==> src/rtl/ip_io_hub.sv <==
// I/O port hub: decodes upstream port accesses onto one of CHANNELS downstream devices.
// Optional abort-on-silence timeout is built when IO_HUB_TIMEOUT_EN is defined.
module ip_io_hub #(
  parameter int                    CHANNELS       = 2,
  parameter logic [8*CHANNELS-1:0] BASE_ADDRS     = {8'h88, 8'h10},
  parameter logic [8*CHANNELS-1:0] ADDR_MASKS     = {8'hFC, 8'hFC},
  parameter int                    TIMEOUT_CYCLES = 64
) (
  input  logic                    clk,
  input  logic                    reset,
  input  logic [7:0]              bus_address,
  input  logic                    bus_ioreq,
  input  logic                    bus_write,
  input  logic                    bus_valid,
  input  logic [7:0]              bus_wdata,
  output logic                    bus_ready,
  output logic [7:0]              bus_rdata,
  output logic                    bus_rdata_en,
  output logic [CHANNELS-1:0]     ch_valid,
  output logic                    ch_write,
  output logic [7:0]              ch_address,
  output logic [7:0]              ch_wdata,
  input  logic [CHANNELS-1:0]     ch_ready,
  input  logic [8*CHANNELS-1:0]   ch_rdata,
  input  logic [CHANNELS-1:0]     ch_rdata_en,
  output logic                    timeout_flag
);

  localparam int SEL_W = (CHANNELS > 1) ? $clog2(CHANNELS) : 1;

  typedef enum logic [1:0] {IDLE, REQ, WAIT_RD, RESP} state_t;

  state_t           state;
  state_t           state_nxt;
  logic             hit;
  logic [SEL_W-1:0] hit_idx;
  logic [SEL_W-1:0] sel;
  logic             accept;
  logic             sel_ready;
  logic             sel_rdata_en;
  logic [7:0]       sel_rdata;
  logic             capture;
  logic             abort_rd;
  logic             expired;

  // Descending scan so the lowest matching channel is the one left standing.
  always_comb begin
    hit     = 1'b0;
    hit_idx = '0;
    for (int i = CHANNELS - 1; i >= 0; i--) begin
      if ((bus_address & ADDR_MASKS[8*i +: 8]) == (BASE_ADDRS[8*i +: 8] & ADDR_MASKS[8*i +: 8])) begin
        hit     = 1'b1;
        hit_idx = SEL_W'(i);
      end
    end
  end

  assign bus_ready    = (state == IDLE);
  assign bus_rdata_en = (state == RESP);
  assign accept       = bus_valid & bus_ioreq & bus_ready;
  assign sel_ready    = ch_ready[sel];
  assign sel_rdata_en = ch_rdata_en[sel];
  assign sel_rdata    = ch_rdata[sel*8 +: 8];

`ifdef IO_HUB_TIMEOUT_EN
  logic [7:0] to_cnt;
  logic       to_flag;

  assign expired      = ((state == REQ) || (state == WAIT_RD)) && (to_cnt == 8'(TIMEOUT_CYCLES - 1));
  assign timeout_flag = to_flag;

  // REQ is only reachable from IDLE, so clearing while idle restarts the count on entry.
  always_ff @(posedge clk) begin
    if (reset) begin
      to_cnt  <= 8'd0;
      to_flag <= 1'b0;
    end else begin
      if (state == IDLE) begin
        to_cnt <= 8'd0;
      end else if ((state == REQ) || (state == WAIT_RD)) begin
        to_cnt <= to_cnt + 8'd1;
      end
      if (expired) begin
        to_flag <= 1'b1;
      end
    end
  end
`else
  assign expired      = 1'b0;
  // Constant 0: a legal TIMEOUT_CYCLES is never negative; the term only keeps the parameter referenced.
  assign timeout_flag = (TIMEOUT_CYCLES < 0);
`endif

  always_ff @(posedge clk) begin
    if (reset) begin
      state <= IDLE;
    end else begin
      state <= state_nxt;
    end
  end

  always_comb begin
    state_nxt = state;
    ch_valid  = '0;
    capture   = 1'b0;
    abort_rd  = 1'b0;
    case (state)
      IDLE: begin
        if (accept && hit) begin
          state_nxt = REQ;
        end
      end
      REQ: begin
        if (expired) begin
          abort_rd  = ~ch_write;
          state_nxt = ch_write ? IDLE : RESP;
        end else begin
          ch_valid[sel] = 1'b1;
          if (sel_ready) begin
            if (ch_write) begin
              state_nxt = IDLE;
            end else if (sel_rdata_en) begin
              capture   = 1'b1;
              state_nxt = RESP;
            end else begin
              state_nxt = WAIT_RD;
            end
          end
        end
      end
      WAIT_RD: begin
        if (sel_rdata_en) begin
          capture   = 1'b1;
          state_nxt = RESP;
        end else if (expired) begin
          abort_rd  = 1'b1;
          state_nxt = RESP;
        end
      end
      RESP: begin
        state_nxt = IDLE;
      end
      default: begin
        state_nxt = IDLE;
      end
    endcase
  end

  // Request fields are latched once at acceptance and stay frozen for the whole access.
  always_ff @(posedge clk) begin
    if (reset) begin
      sel        <= '0;
      ch_write   <= 1'b0;
      ch_address <= 8'd0;
      ch_wdata   <= 8'd0;
      bus_rdata  <= 8'hFF;
    end else begin
      if ((state == IDLE) && accept && hit) begin
        sel        <= hit_idx;
        ch_write   <= bus_write;
        ch_address <= bus_address;
        ch_wdata   <= bus_wdata;
      end
      if (capture) begin
        bus_rdata <= sel_rdata;
      end else if (abort_rd) begin
        bus_rdata <= 8'hFF;
      end
    end
  end

endmodule

==> config.mk <==
export PLATFORM = sky130hd
export DESIGN_NAME = ip_io_hub
export DESIGN_NICKNAME = d
export VERILOG_FILES = /design/src/rtl/ip_io_hub.sv
export SDC_FILE = /design/constraint.sdc
export NUM_CORES = 1
export LEC_CHECK = 0
export CORE_MARGIN = 5
export CORE_UTILIZATION = 39
export DETAILED_ROUTE_END_ITERATION = 8
export GPL_TIMING_DRIVEN = 0
export PLACE_DENSITY = 0.87
export SLEW_MARGIN = 0
export SYNTH_ARGS = -nofsm -noshare
export SYNTH_HDL_FRONTEND = slang
export SYNTH_SLANG_ARGS = --single-unit
==> constraint.sdc <==
create_clock -name clk -period 2.6 [get_ports clk]
set_input_delay 0.39 -clock clk [delete_from_list [all_inputs] [get_ports clk]]
set_output_delay 0.39 -clock clk [all_outputs]
set_load 0.005 [all_outputs]
==> results of run 1 <==
worst paths after layout:
kind,to,depth (start not counted),slack (ns),startpoint
hold / removal,bus_rdata[2],1,0.48,bus_rdata[2]
hold reg to reg,bus_rdata[2],1,0.48,bus_rdata[2]
setup reg to reg,ch_address[1],7,0.50,state[0]
setup / recovery,ch_valid[1],4,0.47,sel
critical path: stages (launching register included):
cell                              delay, ns
sky130_fd_sc_hd__dfxtp_1               0.35
sky130_fd_sc_hd__buf_6                 0.13
sky130_fd_sc_hd__buf_2                 0.26
sky130_fd_sc_hd__and2_1                0.16
sky130_fd_sc_hd__clkdlybuf4s50_1       0.51
logic make-up after synthesis:
kind of cell	Yosys count	share of synthesized area
AO/OA/AOI/OAI	23	0.129
AND/OR/NAND/NOR	46	0.183
buffers and inverters	16	0.0661
adder cells (fa/ha/maj)	4	0.0372
flip-flops	28	0.417
multiplexers	22	0.164
other	1	0.00279
per-stage QoR:
stage / instances / worst slack, ns / util / total power, mW / area [sq um]
floorplan: 140 / 0.780 / - / 0.466 / 1340
global placement: 254 / 0.316 / 0.624 / 0.535 / 2080
detailed placement: 254 / 0.302 / 0.624 / 0.536 / 2080
CTS: 258 / 0.429 / 0.640 / 0.825 / 2130
global route: 258 / 0.294 / 0.640 / 0.848 / 2130
finish: 258 / 0.468 / 0.640 / 0.818 / 2130
flip-flops by register name (all words and copies together), names as in the netlist, named ones only:
name and count:
ch_write 1, sel 1, ch_address 8, state 1, bus_rdata 8, ch_wdata 8
power groups by stage:
| stage | Sequential, mW | Combinational, mW | Clock [mW] |
|---|---|---|---|
| after floorplan | 0.441 | 0.0249 | 0 |
| after global placement | 0.441 | 0.0941 | 0 |
| after detailed placement | 0.441 | 0.0954 | 0 |
| after CTS | 0.432 | 0.0957 | 0.298 |
| after global routing | 0.432 | 0.103 | 0.313 |
| final | 0.432 | 0.0950 | 0.291 |
cell usage after synthesis (2+ instances only):
cell type	instances
sky130_fd_sc_hd__a211o_1	8
sky130_fd_sc_hd__a21oi_1	4
sky130_fd_sc_hd__and2_1	4
sky130_fd_sc_hd__buf_2	2
sky130_fd_sc_hd__buf_6	3
sky130_fd_sc_hd__clkbuf_1	4
sky130_fd_sc_hd__dfxtp_1	28
sky130_fd_sc_hd__ha_1	4
sky130_fd_sc_hd__inv_1	6
sky130_fd_sc_hd__mux2i_1	22
sky130_fd_sc_hd__nand2_1	7
sky130_fd_sc_hd__nand2b_1	4
sky130_fd_sc_hd__nor2_1	14
sky130_fd_sc_hd__nor2b_1	2
sky130_fd_sc_hd__nor3_1	8
sky130_fd_sc_hd__o21ai_0	3
metal layers:
layer / GRT usage / wire [microns]
met5: 0 / 0
met4: 0.0681 / 71
met3: 0.0519 / 324
met2: 0.254 / 1710
met1: 0.167 / 1330
final cells by class:
cell class                      count  area (sq um)  share of cell area
Clock inverter                      1          30.0              0.0141
Sequential cell                    28           561               0.263
Inverter                            6          22.5              0.0106
Timing Repair Buffer               68           681               0.319
Clock buffer                        3          22.5              0.0106
Tap cell                           46          57.6              0.0270
Buffer                             10          66.3              0.0311
Multi-Input combinational cell     96           694               0.325
==> flow_summary.toml, run 1 <==
[status]
outcome = "complete, no violations"

[die]
dieHeight_microns = 68.7
rows = 21
io-pin-count = 71
die_area_sq_um = 4720
initial_utilization = 0.403
core_area_sq_um = 3340
die_wd_microns = 68.7

[critical_path]
endpoint_type_of_the_worst_setup_path = "output pin"
critical_path.startpoint_type = "flop"
worstPathArrival_ns = 1.74
worstSetupPathType = "flop to output pin"
worstPathMaxFanout = 10
worstPathRequired_ns = 2.21

[routing]
first_iter_violations = 39
vias_per_cell = 4.81
residual_drc = 0
initial_drt_pass_iterations = 4
wirelength_mm = 3.44
detailroute.via_count = 1242
wire_per_inst_microns = 13.3
drtAntennaViolNets = 0

[logic_synthesis]
synth_seq_area_share = 0.417
yosysTopAreaCell = "sky130_fd_sc_hd__dfxtp_1"
yosys_register_bits = 28
synth_flop_cell = "sky130_fd_sc_hd__dfxtp_1"
synth-warning-count = 0
netlist_area_sq_um = 1340
synth_nets = 185
synth.top_cell.area_share = 0.417
postSynthCellCount = 140
synthDistinctLibCells = 33
netlist_top_cells_area = "sky130_fd_sc_hd__dfxtp_1 42%, sky130_fd_sc_hd__mux2i_1 16%, sky130_fd_sc_hd__a211o_1 5.2%"
synth_area_per_cell_sq_um = 9.60
synth_async_sr_flop_share = 0
synth_enable_flop_cells = 0

[cts]
worstSkewPairLatency_ns = 0.34
cts_repair_resize_count = 0
cts-root-buf = "sky130_fd_sc_hd__clkbuf_4"
tritoncts_buffers = 3
cts_sinks = 28
cts_setup_buffers = 0
clock_tree.buffer_depth = 2
h-tree-depth = 1
cts_tree = "yes"
cts-hold-fix-buffers = 0
clk_transition_reported_paths_ns = 0.15

[final_layout]
layout_commonest_cell = "sky130_fd_sc_hd__clkdlybuf4s50_1"
final_layout_size_suffix_gt1_frac = 0.0519
synthToLayoutAreaGrowth_pct = 58.8
most-common-layout-cells = "68 x sky130_fd_sc_hd__clkdlybuf4s50_1, 28 x sky130_fd_sc_hd__dfxtp_1, 22 x sky130_fd_sc_hd__mux2i_1"
fillers = 276
nets = 258
antenna-diode-count = 0

[timing]
holdWs_ns = 0.480
worst_clock_skew_ns = 0.00898
setup_viol = 0
relSlewSlack = 0.625
totalNegativeSetupSlack_ns = 0
layout_min_cycle_time_ns = 2.13
maximum_clock_frequency_ghz = 0.469
drv_slew = 0
rsz_0062_raised_after_global_routing = "no"
hold_violations = 0
layout_worst_path_cycle_share = 0.820
tightestPinTransition_ns = 0.554

[power]
share_comb_of_total_power = 0.116
switching_power_mw = 0.165
pwr-share-seq = 0.528
leakage_nw = 0.746
power_density_nw_per_um2 = 383
irDropWorstVdd_mv = 0.322
internal_power_mw = 0.653
netSwitchingFraction = 0.202
pwr-share-clk = 0.356

[grt]
antenna_found_initial = 0
grt_max_degree = 17
number_of_global_route_vias_before_repair = 1240
groute.usage.overall = 0.149
grt_pass1_wl_mm = 5.34
grt_remaining_overflow = 0

[placed_design]
finalWeightedCongestion = 0.726
buffer_ports.inserted = 68
detailedPlacementHpwl_mm = 2.80

[hold_path]
hold_path.class = "flop to flop"

[flow_run]
cap_violations = 0
(Power assumes the default switching activity.)
==> run 2, diff against run 1 <==
==> constraint.sdc (replaced) <==
create_clock -name clk -period 2 [get_ports clk]
set_input_delay 0.3 -clock clk [delete_from_list [all_inputs] [get_ports clk]]
set_output_delay 0.3 -clock clk [all_outputs]
set_load 0.005 [all_outputs]
==> run 2 against run 1 <==
Against the previous run: critical path depth grew 3; sequential cell count is the same; die area is the same; sequential share of layout area shrank 0.36 points; total power grew 30%; combinational power grew 34%; sequential power grew 30%; via count grew 1.6%; clock-buffer cell count is the same; clock power grew 29%; final cell count grew 0.39%; highest routed layer unchanged.
==> flow_summary.toml, run 2 (synthesized netlist as in run 1, its figures left out) <==
[grt]
grt_remaining_overflow = 0
grt_pass1_wl_mm = 5.33
number_of_global_route_vias_before_repair = 1230
grt_max_degree = 17
groute.usage.overall = 0.150
antenna_found_initial = 0

[routing]
drtAntennaViolNets = 0
wirelength_mm = 3.55
residual_drc = 0
vias_per_cell = 4.87
initial_drt_pass_iterations = 4
wire_per_inst_microns = 13.7
first_iter_violations = 40
detailroute.via_count = 1262

[die]
dieHeight_microns = 68.7
die_wd_microns = 68.7
initial_utilization = 0.403
die_area_sq_um = 4720
rows = 21
io-pin-count = 71
core_area_sq_um = 3340

[final_layout]
final_layout_size_suffix_gt1_frac = 0.0845
most-common-layout-cells = "67 x sky130_fd_sc_hd__clkdlybuf4s50_1, 26 x sky130_fd_sc_hd__dfxtp_1, 22 x sky130_fd_sc_hd__mux2i_1"
layout_commonest_cell = "sky130_fd_sc_hd__clkdlybuf4s50_1"
synthToLayoutAreaGrowth_pct = 62.5
layout_cells_excl_fill = 259
antenna-diode-count = 0
largestRegisters = "bus_rdata (8), ch_address (8), ch_wdata (8)"
nets = 259

[timing]
holdWs_ns = 0.414
layout_worst_path_cycle_share = 0.948
layout_min_cycle_time_ns = 1.90
maximum_clock_frequency_ghz = 0.528
hold_violations = 0
setup_viol = 0
drv_slew = 0
worst_clock_skew_ns = 0.00711

[critical_path]
worstPathRequired_ns = 2.23
worstSetupPathType = "flop to flop"
endpoint_type_of_the_worst_setup_path = "flop"
critical_path.startpoint_type = "flop"
worstPathMaxFanout = 10
worstPathArrival_ns = 2.13
regToRegSetupSlack_ns = 0.10

[cts]
cts_sinks = 28
clk_transition_reported_paths_ns = 0.15
h-tree-depth = 1
cts-root-buf = "sky130_fd_sc_hd__clkbuf_4"
tritoncts_buffers = 3
clock_tree.buffer_depth = 2
worstSkewPairLatency_ns = 0.33
cts_tree = "yes"
cts-hold-fix-buffers = 0

[placed_design]
detailedPlacementHpwl_mm = 2.80
finalWeightedCongestion = 0.726
buffer_ports.inserted = 68
placed_cells_incl_taps = 254

[flow_run]
cap_violations = 0

[power]
irDropWorstVdd_mv = 0.420
leakage_nw = 0.776
power_density_nw_per_um2 = 486

[hold_path]
hold_path.class = "input pin to flop"

[status]
outcome = "complete, no violations"
==> run 2: cell types whose count changed in the layout (fill, tap and decap cells not counted), sizes merged <==
cell | previous run | this run
clkdlybuf4s50 | 68 | 67
dlymetal6s2s | 0 | 1
buf | 6 | 7
==> run 2: final timing paths <==
check	start	end	cells past startpoint
worst max register to register	state[0]	ch_write	7
worst min register to register	bus_rdata[2]	bus_rdata[2]	1
worst min-delay path	reset	bus_rdata[0]	2
worst max-delay path	state[0]	ch_write	7
==> run 2: stage by stage <==
| stage | utilization | setup WS (ns) | cell area, sq um | setup TNS, ns | total power [mW] |
|---|---|---|---|---|---|
| after floorplan | - | 0.180 | 1340 | 0 | 0.606 |
| after global placement | 0.624 | -0.194 | 2080 | -2.27 | 0.695 |
| after detailed placement | 0.624 | -0.208 | 2080 | -2.38 | 0.697 |
| after CTS | 0.640 | 0.00421 | 2140 | 0 | 1.07 |
| after global routing | 0.654 | -0.0207 | 2180 | -0.0275 | 1.10 |
| final | 0.654 | 0.105 | 2180 | 0 | 1.06 |
==> run 2: layer usage <==
metal / global-route usage / wire length, microns / vias to the layer above
met3: 0.0519 / 322 / 7
li1: - / - / 635
met1: 0.170 / 1380 / 577
met5: 0 / 0 / -
met2: 0.251 / 1790 / 43
met4: 0.0657 / 61 / 0
==> run 2: cell type report <==
cell class / count / area, sq um
Buffer: 9 / 63.8
Clock buffer: 3 / 22.5
Clock inverter: 1 / 30.0
Fill cell: 278 / 1150
Inverter: 6 / 22.5
Multi-Input combinational cell: 96 / 723
Sequential cell: 28 / 566
Tap cell: 46 / 57.6
Timing Repair Buffer: 70 / 698
==> run 2: timing repair <==
item                       CTS  global route
buffers inserted             0             2
setup endpoints to repair   12            23
pin swaps                    0             1
resized for setup            4             7
==> run 2: critical path, cell delays in order (launching register included) <==
cell and delay, ns:
sky130_fd_sc_hd__dfxtp_2 0.38, sky130_fd_sc_hd__inv_1 0.11, sky130_fd_sc_hd__ha_1 0.24, sky130_fd_sc_hd__nor4b_4 0.28, sky130_fd_sc_hd__o2111a_2 0.28, sky130_fd_sc_hd__buf_4 0.22
sky130_fd_sc_hd__mux2i_1 0.23, sky130_fd_sc_hd__nor2_1 0.06
==> run 2: where the power goes <==
| part | switching (mW) | total (mW) | internal [mW] |
|---|---|---|---|
| registers | 0.00129 | 0.560 | 0.559 |
| logic | 0.0391 | 0.127 | 0.0880 |
| clock network | 0.171 | 0.374 | 0.203 |
| total | 0.212 | 1.06 | 0.849 |
